`config.mk`:
```
export PLATFORM = sky130hd
export DESIGN_NAME = dl_rr_mux
export DESIGN_NICKNAME = d
export VERILOG_FILES = /design/src/rtl/dl_pkg.sv /design/src/rtl/dl_rr_arbiter.sv /design/src/rtl/dl_rr_mux.sv
export SDC_FILE = /design/constraint.sdc
export NUM_CORES = 1
export LEC_CHECK = 0
export CAP_MARGIN = 0
export CORE_ASPECT_RATIO = 0.8
export CORE_MARGIN = 2
export CORE_UTILIZATION = 39
export DETAILED_ROUTE_END_ITERATION = 10
export GPL_ROUTABILITY_DRIVEN = 1
export PLACE_DENSITY = 0.82
export SYNTH_ARGS = -nofsm -noshare
export SYNTH_HDL_FRONTEND = slang
export SYNTH_SLANG_ARGS = --single-unit
```
`constraint.sdc`:
```
create_clock -name clk -period 3.4 [get_ports clk]
set_input_delay 1.02 -clock clk [delete_from_list [all_inputs] [get_ports clk]]
set_output_delay 1.02 -clock clk [all_outputs]
set_load 0.01 [all_outputs]
```
`src/rtl/dl_pkg.sv`:
```
// Shared definitions for the dl_ stream library: the packet-lock state encoding
// and the select-width helper used to size channel indices.
package dl_pkg;

    typedef enum logic {
        DL_LOCK_IDLE   = 1'b0,
        DL_LOCK_LOCKED = 1'b1
    } dl_lock_e;

    // Width of a channel index. It is never zero, so a single-channel block still has a 1-bit select.
    function automatic int dl_sel_bits(input int n);
        return (n <= 1) ? 1 : $clog2(n);
    endfunction

endpackage

```
`src/rtl/dl_rr_arbiter.sv`:
```
// Combinational round-robin arbiter. It scans req starting at ptr, wraps modulo NUM_IN
// and honours an eligibility mask. Tie mask to all ones when the mask is not needed.
module dl_rr_arbiter
    import dl_pkg::*;
#(
    parameter  int NUM_IN   = 4,
    localparam int SEL_BITS = dl_sel_bits(NUM_IN)
) (
    input  logic [NUM_IN-1:0]   req,
    input  logic [SEL_BITS-1:0] ptr,
    input  logic [NUM_IN-1:0]   mask,
    output logic [NUM_IN-1:0]   grant,
    output logic [SEL_BITS-1:0] grant_idx,
    output logic                any_grant
);

    always_comb begin
        // NOTE: every output is given a default before the loop, so no path leaves it unassigned and no latch is inferred.
        grant     = '0;
        grant_idx = '0;
        any_grant = 1'b0;
        for (int k = 0; k < NUM_IN; k++) begin
            int idx;
            // ptr is always below NUM_IN, so one conditional subtract gives the wrap.
            idx = int'(ptr) + k;
            if (idx >= NUM_IN) idx = idx - NUM_IN;
            if (!any_grant && req[idx] && mask[idx]) begin
                any_grant  = 1'b1;
                grant[idx] = 1'b1;
                grant_idx  = SEL_BITS'(idx);
            end
        end
    end

endmodule

```
`src/rtl/dl_rr_mux.sv`:
```
// N-input round-robin stream mux with a registered output stage.
// Define DL_RR_MUX_LOCK_EN to hold the grant on one channel until it sends its in_last beat.
module dl_rr_mux
    import dl_pkg::*;
#(
    parameter  int NUM_BITS = 32,
    parameter  int NUM_IN   = 4,
    localparam int SEL_BITS = dl_sel_bits(NUM_IN)
) (
    input  logic                             clk,
    input  logic                             rst,
    input  logic [NUM_IN-1:0][NUM_BITS-1:0]  in_data,
    input  logic [NUM_IN-1:0]                in_valid,
    input  logic [NUM_IN-1:0]                in_last,
    output logic [NUM_IN-1:0]                in_ready,
    output logic [NUM_BITS-1:0]              out_data,
    output logic                             out_valid,
    output logic                             out_last,
    output logic [SEL_BITS-1:0]              out_sel,
    input  logic                             out_ready
);

    logic                load;
    logic                any_grant;
    logic [NUM_IN-1:0]   grant;
    logic [NUM_IN-1:0]   elig_mask;
    logic [SEL_BITS-1:0] rr_ptr;
    logic [SEL_BITS-1:0] grant_idx;
    logic [SEL_BITS-1:0] next_ptr;

`ifdef DL_RR_MUX_LOCK_EN
    dl_lock_e            lock_state;
    logic [SEL_BITS-1:0] lock_idx;

    always_comb begin
        elig_mask = '1;
        if (lock_state == DL_LOCK_LOCKED) begin
            elig_mask           = '0;
            elig_mask[lock_idx] = 1'b1;
        end
    end
`else
    assign elig_mask = '1;
`endif

    // The output slot is free when it is empty or being popped this cycle.
    assign load     = !out_valid || out_ready;
    assign in_ready = (load && !rst) ? grant : '0;
    assign next_ptr = (int'(grant_idx) == NUM_IN - 1) ? '0 : grant_idx + SEL_BITS'(1);

    dl_rr_arbiter #(
        .NUM_IN    (NUM_IN)
    ) u_arbiter (
        .req       (in_valid),
        .ptr       (rr_ptr),
        .mask      (elig_mask),
        .grant     (grant),
        .grant_idx (grant_idx),
        .any_grant (any_grant)
    );

    always_ff @(posedge clk) begin
        // NOTE: all state is flopped with non-blocking assignments, and the reset is a synchronous branch of the same block.
        if (rst) begin
            out_valid  <= 1'b0;
            out_data   <= '0;
            out_last   <= 1'b0;
            out_sel    <= '0;
            rr_ptr     <= '0;
`ifdef DL_RR_MUX_LOCK_EN
            lock_state <= DL_LOCK_IDLE;
            lock_idx   <= '0;
`endif
        end else if (load) begin
            if (any_grant) begin
                out_valid <= 1'b1;
                out_data  <= in_data[grant_idx];
                out_last  <= in_last[grant_idx];
                out_sel   <= grant_idx;
`ifdef DL_RR_MUX_LOCK_EN
                if (lock_state == DL_LOCK_IDLE) begin
                    rr_ptr <= next_ptr;
                    if (!in_last[grant_idx]) begin
                        lock_state <= DL_LOCK_LOCKED;
                        lock_idx   <= grant_idx;
                    end
                end else if (in_last[grant_idx]) begin
                    // Only lock_idx can be granted while locked, so next_ptr is lock_idx+1 here.
                    lock_state <= DL_LOCK_IDLE;
                    rr_ptr     <= next_ptr;
                end
`else
                rr_ptr <= next_ptr;
`endif
            end else begin
                out_valid <= 1'b0;
            end
        end
    end

endmodule

```
# Word level (Yosys, flattened, before mapping)
# Index checks and enable logic that the tools add are counted.
# word_totals
register_bits	38
latchBits	0
mem_bits_rw	0
mem_bits_ro	0
in_bits	139
output_inout_bits	40
n_memories	0
# op_classes
add_sub_neg	8
mul	0
div	0
magnitude_cmp	13
n_eq_ne	1
shift	0
muxes	55
bitwise_logic	3
n_reduce_logical	19
# op_table
cell	count
$mux 32	5
$ge 32x1->1 const B	4
$lt 32x4->1 const B	4
$ge 32x4->1 const B	3
$sub 32x4->32 const B	3
$bmux 32 s2	1
$mux 1	26
$mux 4	5
$bmux 1 s2	9
$logic_and 1x1->1	12
$or 4x4->4	3
$mux 2	5
$demux 1 s2	4
$add 2x2->3 const B	2
$logic_not 1->1	5
$sub 2x3->4 const B	1
$add 2x1->3 const B	1
$ge 2x3->1 const B	1
$lt 2x3->1 const B	1
$add 2x1->2 const B	1
$eq 2x1->1 const B	1
$reduce_and 2->1	1
$logic_or 1x1->1	1

# Depth between registers and ports, before layout
# Gate-level depths: netlist of run 1.
# depth
depth_word	21
depth_mapped	13

# Modules after synthesis
# Synthesis of run 1 repeated with hierarchy kept, for this count alone.
# hier_totals
hier_cells	214
hier_area_um2	2543.7
# modules_own_cells
module	n_inst	cells_each	area_each_um2	seq_area_each_um2
dl_rr_mux	1	144	2042.0	760.7
dl_rr_arbiter	1	70	501.7	0.0

# Worst setup path after synthesis of run 1
# Ideal clock, no wire load.
# synth_path
kind	input -> output
startpoint	input in_valid[2]
endpoint	output in_ready[0]
arrival_time_ps	2337
required_ps	2380
setup_slack_ps	43
stages	7
cell_sequence	clkbuf_1 -> mux4_2 -> nor2b_1 -> a22oi_1 -> nor2_1 -> a221oi_1 -> nor2_1
# synth_between
elab_chain_len	18
elab_cells_between_ends	33
# synth_rtl
element	line	text
start, declared	dl_rr_mux.sv:13	input logic [NUM_IN-1:0] in_valid,
$bmux 1 s2	dl_rr_arbiter.sv:27	if (!any_grant && req[idx] && mask[idx]) begin
$mux 1 (implied by the code) (2 in a row)	dl_rr_arbiter.sv:27	
$logic_and 1x1->1	dl_rr_arbiter.sv:27	
$mux 1	dl_rr_arbiter.sv:27	
$logic_not 1->1	dl_rr_arbiter.sv:27	
$logic_and 1x1->1 (2 in a row)	dl_rr_arbiter.sv:27	
$mux 1	dl_rr_arbiter.sv:27	
$logic_not 1->1	dl_rr_arbiter.sv:27	
$logic_and 1x1->1 (2 in a row)	dl_rr_arbiter.sv:27	
$mux 1	dl_rr_arbiter.sv:27	
$logic_not 1->1	dl_rr_arbiter.sv:27	
$logic_and 1x1->1 (2 in a row)	dl_rr_arbiter.sv:27	
$mux 4 *	dl_rr_arbiter.sv:27	
$mux 4 *	dl_rr_mux.sv:48	assign in_ready = (load && !rst) ? grant : '0;
end, declared	dl_rr_mux.sv:15	output logic [NUM_IN-1:0] in_ready,
# Mark *: on every way between the ends. The rest lies on a longest branch, timed or not. The select of a mux whose other input is x is not followed.

# Worst setup path after layout of run 1
# layout_path
startpoint	input in_valid[2]
endpoint	output in_ready[2]
# Same word-level chain as after synthesis.

==> impl_metrics.json, run 1 <==
{
  "max-vdd-ir-drop_v": 0.000366,
  "cts_tree": "built",
  "ys.flop_type": "dfxtp_1",
  "io_buffers": 178,
  "fp-row-count": 28,
  "fp.dieArea_mm2": 0.00861,
  "synth_most_common_cell": "nand2_1",
  "wl_per_cell_um": 16.9,
  "ys_async_sr_fraction": 0,
  "wl_mm": 12.0,
  "synth_edf_count": 0,
  "grt_max_degree": 41,
  "maxSlewHeadroom": 0.365,
  "synth_top_area_cell": "dfxtp_1",
  "yosysSeqAreaShare": 0.247,
  "io_pins": 179,
  "hold_ws_ns": 0.465,
  "yosys-top-cells-area": "dfxtp_1 (25%), mux2i_1 (12%), nand2_1 (11%)",
  "fin_worst_skew_ns": 0.00599,
  "layout_min_cycle_time_ns": 3.47,
  "finalHoldViolations": 0,
  "start_kind": "primary input",
  "reg2reg_slack_ns": 0.76,
  "grt_pass1_vias": 3888,
  "yosys-top-cells-count": "nand2_1 (89), nor2_1 (50), dfxtp_1 (38)",
  "root_buffer": "clkbuf_8",
  "power_frac_clock": 0.129,
  "violations": "setup timing",
  "firstDrtPassIters": 5,
  "status": "complete, but fails checks",
  "worstPathMaxFanout": 4,
  "worst_pin_slew_ns": 0.950,
  "synth_cell_types": 39,
  "die_x_um": 103,
  "dp_hpwl_mm": 9.13,
  "final_max_slew_viol_count": 0,
  "num_vias": 3969,
  "htreeDepth": 2,
  "drt_iter0_drc": 175,
  "postLayoutCoreUtil": 0.713,
  "syn_to_final_growth_pct": 74.6,
  "p_switching_mw": 1.54,
  "cts.path.max_buffers": 2,
  "seq_power_share": 0.200,
  "cp-startpoint": "in_valid[2]",
  "combPwrFrac": 0.672,
  "grt-ovfl-total": 0,
  "worstHoldStart": "out_data[24]",
  "final_nets": 747,
  "syn_area_mm2": 0.00307,
  "clkSinkCount": 38,
  "fmax_mhz": 288,
  "synth_top_cell_area_share": 0.247,
  "clk_pin_slew_ns": 0.08,
  "crit_path_end_kind": "output pin",
  "tns_ns": -0.202,
  "gr-usage-all-layers": 0.268,
  "synthCells": 412,
  "hold_path.class": "flip-flop to flip-flop",
  "antennaDiodeCount": 0,
  "start_util": 0.408,
  "cp_data_arrival_time_ns": 2.45,
  "p_int_mw": 2.14,
  "p_per_area_mw_per_mm2": 685,
  "finalCritPeriodShare": 1.02,
  "antenna_found_initial": 0,
  "cts_buffers": 5,
  "setup_viol": 4,
  "maxCapViolCount": 0,
  "synthesis.nets": 556,
  "drc": 0,
  "rsz0062_at_grt": "yes",
  "die_h_um": 83.4,
  "rr_startpoint": "rr_ptr[1]",
  "timing.final.ws_setup_ns": -0.0717,
  "leakagePower_nw": 2.13,
  "worstPathRequired_ns": 2.38,
  "worstSkewPairLatency_ns": 0.30,
  "ys_ff_latch": 38,
  "drive_gt1_frac": 0.151,
  "ant_nets": 0,
  "core_area_mm2": 0.00753,
  "grt_pass1_wl_mm": 18.5,
  "worstSetupPathType": "primary input to output pin",
  "swShare": 0.419,
  "via_per_inst": 5.60,
  "synth_warnings": 0,
  "avgSynthCellArea_um2": 7.46,
  "place_congestion": 0.908
}
==> worst paths after layout <==
kind,endpoint,depth (start not counted)
setup / recovery,in_ready[2],8
hold / removal,out_data[24],2
setup reg to reg,out_data[3],9
hold reg to reg,out_data[24],2
==> state kept, by name (all words and copies together) (netlist names) <==
register / count
out_data: 32
out_sel: 2
rr_ptr: 2
out_last: 1
out_valid: 1
==> routing by layer <==
layer  up-vias  GRT usage  part of all wire
met5         -          0                 0
met4         0     0.0754             0.012
met3        20     0.0614             0.084
met2       203      0.488              0.51
met1      1853      0.305              0.39
li1       1893          -                 -
==> cells by family (layout without fill, tap and decap cells) <==
kind of cell / count (synthesis) / after routing / share of synthesized area
buf+inv: 59 / 251 / 0.0847
simple gates: 158 / 158 / 0.211
flops: 38 / 38 / 0.247
mux: 41 / 41 / 0.142
compound gates: 110 / 110 / 0.291
fa+ha+maj: 5 / 5 / 0.0204
xor+xnor: 1 / 1 / 0.00285
==> layout make-up <==
cell class / instances / area [µm²]
clock buffers: 5 / 68.8
clock inverters: 3 / 68.8
fillers: 587 / 2160
inverters: 20 / 75.1
multi-input cells: 315 / 2140
flip-flops and latches: 38 / 761
well taps: 105 / 131
repair buffers: 223 / 2120
==> power groups by stage <==
stage | Sequential [mW] | Combinational (mW) | Clock [mW]
after CTS | 0.734 | 2.43 | 0.481
after floorplan | 0.809 | 1.30 | 0
after detailed placement | 0.744 | 2.38 | 0
after global placement | 0.735 | 2.32 | 0
final | 0.734 | 2.47 | 0.474
after global routing | 0.755 | 2.66 | 0.501
==> critical path, stage by stage <==
cell and delay, ns:
buf_6 0.09, mux4_2 0.53, buf_6 0.16, a22oi_2 0.16, nor2_2 0.06, a221oi_2 0.21, nor2_1 0.06, buf_2 0.14
==> through the flow <==
stage	setup WS (ns)	cell area (µm²)	total power [mW]	std cells
3_3_place_gp	-0.807	5180	3.06	701
2_1_floorplan	0.0427	3070	2.11	412
6_report	-0.0717	5370	3.68	709
4_1_cts	-0.0698	5350	3.65	709
3_5_place_dp	-0.926	5180	3.13	701
5_1_grt	-0.139	5370	3.92	709
==> layout by cell type, fill, tap and decap left out, types with 3 or more instances in the layout <==
cell / instances
a21oi_1: 5
a221oi_1: 25
a221oi_2: 13
a22oi_2: 3
a31oi_1: 18
buf_2: 4
buf_4: 43
buf_6: 5
clkbuf_8: 5
clkdlybuf4s50_1: 170
dfxtp_1: 38
ha_1: 4
inv_1: 20
mux2i_1: 37
nand2_1: 89
nand2b_1: 5
nor2_1: 49
o21ai_0: 3
o221ai_1: 16
o22ai_1: 17
==> timing repair <==
action | in CTS | in global routing
gates cloned | 0 | 0
pin swaps | 7 | 5
buffers inserted | 0 | 0
endpoints found under the setup margin | 4 | 4
gates resized for setup | 47 | 2
hold buffers | 0 | 0
(Power assumes the default switching activity.)
==> run 2, diff against run 1 <==
--- a/config.mk
+++ b/config.mk
@@ -12,6 +12,7 @@
 export DETAILED_ROUTE_END_ITERATION = 10
 export GPL_ROUTABILITY_DRIVEN = 1
 export PLACE_DENSITY = 0.82
+export REMOVE_ABC_BUFFERS = 1
 export SYNTH_ARGS = -nofsm -noshare
 export SYNTH_HDL_FRONTEND = slang
 export SYNTH_SLANG_ARGS = --single-unit
==> run 2 against run 1 <==
The run still ends with setup timing left. Maximum frequency is 0.68% lower. Register-to-register slack got worse by 0.18 ns. Final cell count rose by 0.28%. Combinational power increased by 4%. Largest cell class is now buffers.
==> impl_metrics.json, run 2 (synthesized netlist as in run 1, its figures left out) <==
{
  "status": "complete, but fails checks",
  "violations": "setup timing",
  "wl_per_cell_um": 16.8,
  "setup_viol": 4,
  "die_x_um": 103,
  "hold_ws_ns": 0.459,
  "gr-usage-all-layers": 0.271,
  "worstPathRequired_ns": 2.38,
  "cp_data_arrival_time_ns": 2.48,
  "finalHoldViolations": 0,
  "via_per_inst": 5.64,
  "grt_max_degree": 38,
  "antennaDiodeCount": 0,
  "max-vdd-ir-drop_v": 0.000342,
  "reg2reg_slack_ns": 0.58,
  "grt_pass1_vias": 4060,
  "r2r_cells": 11,
  "timing.final.ws_setup_ns": -0.0954,
  "design_area_mm2": 0.00547,
  "cts.path.max_buffers": 2,
  "dpl_cell_area_mm2": 0.00524,
  "firstDrtPassIters": 5,
  "final_common_cell": "clkdlybuf4s50_1",
  "layout_min_cycle_time_ns": 3.50,
  "start_util": 0.408,
  "num_vias": 4008,
  "reg.largest.list": "out_data (32), out_sel (2), rr_ptr (2)",
  "layout_common_cells": "clkdlybuf4s50_1 (170), nand2_1 (89), nor2_1 (49)",
  "grt-ovfl-total": 0,
  "final-seq-area_um2": 761,
  "tns_ns": -0.257,
  "clk_pin_slew_ns": 0.07,
  "holdPathEnd": "out_sel[1]",
  "die_h_um": 83.4,
  "syn_to_final_growth_pct": 77.9,
  "hold_depth": 2,
  "layoutNonFillerInstCount": 711,
  "rr_startpoint": "rr_ptr[0]",
  "root_buffer": "clkbuf_8",
  "core_area_mm2": 0.00753,
  "drc": 0,
  "largest_reg_flops": 32,
  "crit_path_end_kind": "output pin",
  "cts_buffers": 5,
  "clkSinkCount": 38,
  "fin_worst_skew_ns": 0.00139,
  "ant_nets": 0,
  "dp_hpwl_mm": 9.06,
  "largest_register": "out_data",
  "worstHoldStart": "out_sel[1]",
  "dp_slack_ns": -0.991,
  "io_pins": 179,
  "p_per_area_mw_per_mm2": 693,
  "multi_input_comb_area_mm2": 0.00216,
  "cts_tree": "built",
  "io_buffers": 178,
  "fp.dieArea_mm2": 0.00861,
  "grt_pass1_wl_mm": 19.0,
  "maxCapViolCount": 0,
  "wl_mm": 11.9,
  "placed_cells": 702,
  "p_total_mw": 3.79,
  "final_nets": 749,
  "start_kind": "primary input",
  "rsz0062_at_grt": "yes",
  "maxSlewHeadroom": 0.329,
  "worstPathMaxFanout": 5,
  "final_max_slew_viol_count": 0,
  "place_congestion": 0.909,
  "drive_gt1_frac": 0.157,
  "worstSkewPairLatency_ns": 0.28,
  "worst_pin_slew_ns": 1.00,
  "fp-row-count": 28,
  "postLayoutCoreUtil": 0.726,
  "htreeDepth": 2,
  "antenna_found_initial": 0,
  "reg2reg_to": "out_data[14]",
  "finalCritPeriodShare": 1.03,
  "drt_iter0_drc": 295,
  "worstSetupPathType": "primary input to output pin",
  "leakagePower_nw": 2.16,
  "hold_path.class": "flip-flop to flip-flop",
  "n_fill_cell": 570,
  "fmax_mhz": 286
}
run 2: how the worst max path moves through the flow:
| stage | from | slack (ns) | endpoint |
|---|---|---|---|
| 2_1_floorplan | rr_ptr[0] | -1.41 | out_data[13] |
| 3_3_place_gp | in_valid[0] | -0.80 | in_ready[0] |
| 3_5_place_dp | in_valid[0] | -0.99 | in_ready[1] |
| 4_1_cts | in_valid[0] | -0.04 | in_ready[2] |
| 5_1_grt | in_valid[2] | -0.15 | in_ready[2] |
| 6_report | in_valid[2] | -0.1 | in_ready[2] |
run 2: cell type report:
| cell class | count | share of cell area |
|---|---|---|
| clock buffers | 6 | 0.0151 |
| well taps | 105 | 0.0240 |
| repair buffers | 225 | 0.402 |
| inverters | 20 | 0.0137 |
| multi-input cells | 315 | 0.395 |
| flip-flops and latches | 38 | 0.139 |
| clock inverters | 2 | 0.0110 |
run 2: critical path, cell delays in order:
cell and delay (ns):
buf_6 0.10, buf_6 0.12, buf_6 0.12, nand2b_1 0.06
o22ai_1 0.06, a31oi_1 0.21, o21ai_1 0.13, buf_4 0.17
a221oi_2 0.28, nor2_1 0.07, buf_2 0.15
run 2: what timing repair did:
action	CTS	global route
buffers inserted	0	1
endpoints found under the setup margin	4	4
gates resized for setup	53	4
hold buffers	0	0
pin swaps	9	10
run 2: metal layers:
metal,vias up,track usage,routed length [µm]
met5,-,0,0
met4,0,0.0945,301
met3,29,0.0530,997
met2,241,0.469,5820
met1,1840,0.329,4810
li1,1898,-,-
run 2: power by group:
part	leakage, nW	internal, mW	switching [mW]
Clock	0.0714	0.313	0.157
Sequential	0.316	0.622	0.121
Combinational	1.78	1.30	1.28
==> run 3, diff against run 2 <==
--- a/config.mk
+++ b/config.mk
@@ -6,12 +6,12 @@
 export NUM_CORES = 1
 export LEC_CHECK = 0
 export CAP_MARGIN = 0
-export CORE_ASPECT_RATIO = 0.8
+export CORE_ASPECT_RATIO = 1.75
 export CORE_MARGIN = 2
-export CORE_UTILIZATION = 39
+export CORE_UTILIZATION = 42
 export DETAILED_ROUTE_END_ITERATION = 10
 export GPL_ROUTABILITY_DRIVEN = 1
-export PLACE_DENSITY = 0.82
+export PLACE_DENSITY = 0.88
 export REMOVE_ABC_BUFFERS = 1
 export SYNTH_ARGS = -nofsm -noshare
 export SYNTH_HDL_FRONTEND = slang
==> constraint.sdc (replaced) <==
create_clock -name clk -period 4.06 [get_ports clk]
set_input_delay 1.218 -clock clk [delete_from_list [all_inputs] [get_ports clk]]
set_output_delay 1.218 -clock clk [all_outputs]
set_load 0.01 [all_outputs]
==> run 3 against run 2 <==
The flow now finishes without violations. Largest power group unchanged. Clock power grew 13%. Worst hold slack gained 0.0053 ns. Critical path type unchanged. Non-clock buffer count shrank 12.
==> impl_metrics.json, run 3 (synthesized netlist as in run 1, its figures left out) <==
{
  "status": "complete, no violations",
  "fin_worst_skew_ns": 0.00604,
  "dp_hpwl_mm": 9.72,
  "hold_path.class": "flip-flop to flip-flop",
  "grt_pass1_vias": 4238,
  "postCtsHoldBufs": 0,
  "root_buffer": "clkbuf_16",
  "finalHoldViolations": 0,
  "finalCritPeriodShare": 0.973,
  "die_x_um": 68.7,
  "max-vdd-ir-drop_v": 0.000364,
  "p_total_mw": 3.23,
  "cp_data_arrival_time_ns": 2.73,
  "fp.dieArea_mm2": 0.00805,
  "largest_register": "out_data",
  "fp-row-count": 41,
  "antenna_found_initial": 0,
  "dp_slack_ns": -0.912,
  "maxCapViolCount": 0,
  "timing.final.ws_setup_ns": 0.110,
  "final_max_slew_viol_count": 0,
  "final_common_cell": "clkdlybuf4s50_1",
  "fmax_mhz": 253,
  "p_per_area_mw_per_mm2": 607,
  "reg.largest.list": "out_data (32), out_sel (2), rr_ptr (2)",
  "grt_pass1_wl_mm": 20.2,
  "gr-usage-all-layers": 0.331,
  "final_nets": 737,
  "start_kind": "primary input",
  "core_area_mm2": 0.00713,
  "cts_tree": "built",
  "firstDrtPassIters": 8,
  "postLayoutCoreUtil": 0.746,
  "cts.path.max_buffers": 2,
  "htreeDepth": 2,
  "clk_pin_slew_ns": 0.06,
  "syn_to_final_growth_pct": 73.1,
  "layoutNonFillerInstCount": 680,
  "placed_cells": 669,
  "antennaDiodeCount": 0,
  "place_congestion": 0.889,
  "setup_viol": 0,
  "leakagePower_nw": 2.11,
  "worstSetupPathType": "primary input to output pin",
  "drc": 0,
  "rsz0062_at_grt": "no",
  "clkSinkCount": 38,
  "io_buffers": 178,
  "worstPathMaxFanout": 4,
  "worstPathRequired_ns": 2.84,
  "hold_ws_ns": 0.465,
  "layout_common_cells": "clkdlybuf4s50_1 (170), nand2_1 (89), nor2_1 (49)",
  "via_per_inst": 6.18,
  "wl_per_cell_um": 19.4,
  "design_area_mm2": 0.00532,
  "crit_path_end_kind": "output pin",
  "largest_reg_flops": 32,
  "num_vias": 4203,
  "grt-ovfl-total": 0,
  "wl_mm": 13.2,
  "tns_ns": 0,
  "worst_pin_slew_ns": 1.06,
  "grt_max_degree": 47,
  "drt_iter0_drc": 382,
  "layout_min_cycle_time_ns": 3.95,
  "drive_gt1_frac": 0.138,
  "start_util": 0.431,
  "io_pins": 179,
  "cts_buffers": 5,
  "ant_nets": 0,
  "die_h_um": 117,
  "worstSkewPairLatency_ns": 0.29,
  "maxSlewHeadroom": 0.289,
  "dpl_cell_area_mm2": 0.00506
}
## run 3: changes by cell type in the layout (fill, tap and decap cells not counted), sizes merged
cell / before / now
buf: 55 / 38
clkbuf: 6 / 11
## run 3: area by class of cell
| type | count | area (µm²) |
|---|---|---|
| multi-input cells | 315 | 2140 |
| repair buffers | 213 | 2040 |
| fillers | 470 | 1810 |
| flip-flops and latches | 38 | 761 |
| clock buffers | 6 | 139 |
| well taps | 86 | 108 |
| inverters | 20 | 75.1 |
| clock inverters | 2 | 60.1 |
## run 3: what timing repair did
action / in CTS / in global routing
pin swaps: 6 / 4
setup endpoints to repair: 4 / 4
setup buffers: 3 / 0
resized for setup: 32 / 13
## run 3: worst max-delay path, stage by stage
cell and delay, ns:
clkbuf_2 0.10, mux4_2 0.51, buf_6 0.14, nor2b_4 0.17
buf_6 0.12, a22oi_2 0.04, nor2_1 0.13, a221oi_2 0.05
nor2_1 0.10, buf_2 0.14
## run 3: final timing paths
path | from | end | slack (ns) | cells past startpoint
min reg2reg | out_data[24] | out_data[24] | 0.46 | 2
min | out_data[24] | out_data[24] | 0.46 | 2
max | in_valid[2] | in_ready[0] | 0.11 | 10
max reg2reg | rr_ptr[1] | out_data[12] | 1.09 | 9
## run 3: power by group
part	total (mW)	switching [mW]	internal (mW)
Combinational	2.06	1.08	0.984
Clock	0.531	0.162	0.369
Sequential	0.638	0.117	0.522
## run 3: routing by layer
layer,up-vias,track usage,part of all wire
li1,1875,-,-
met1,1948,0.344,0.33
met2,312,0.588,0.53
met3,68,0.0746,0.092
met4,0,0.191,0.055
met5,-,0,0
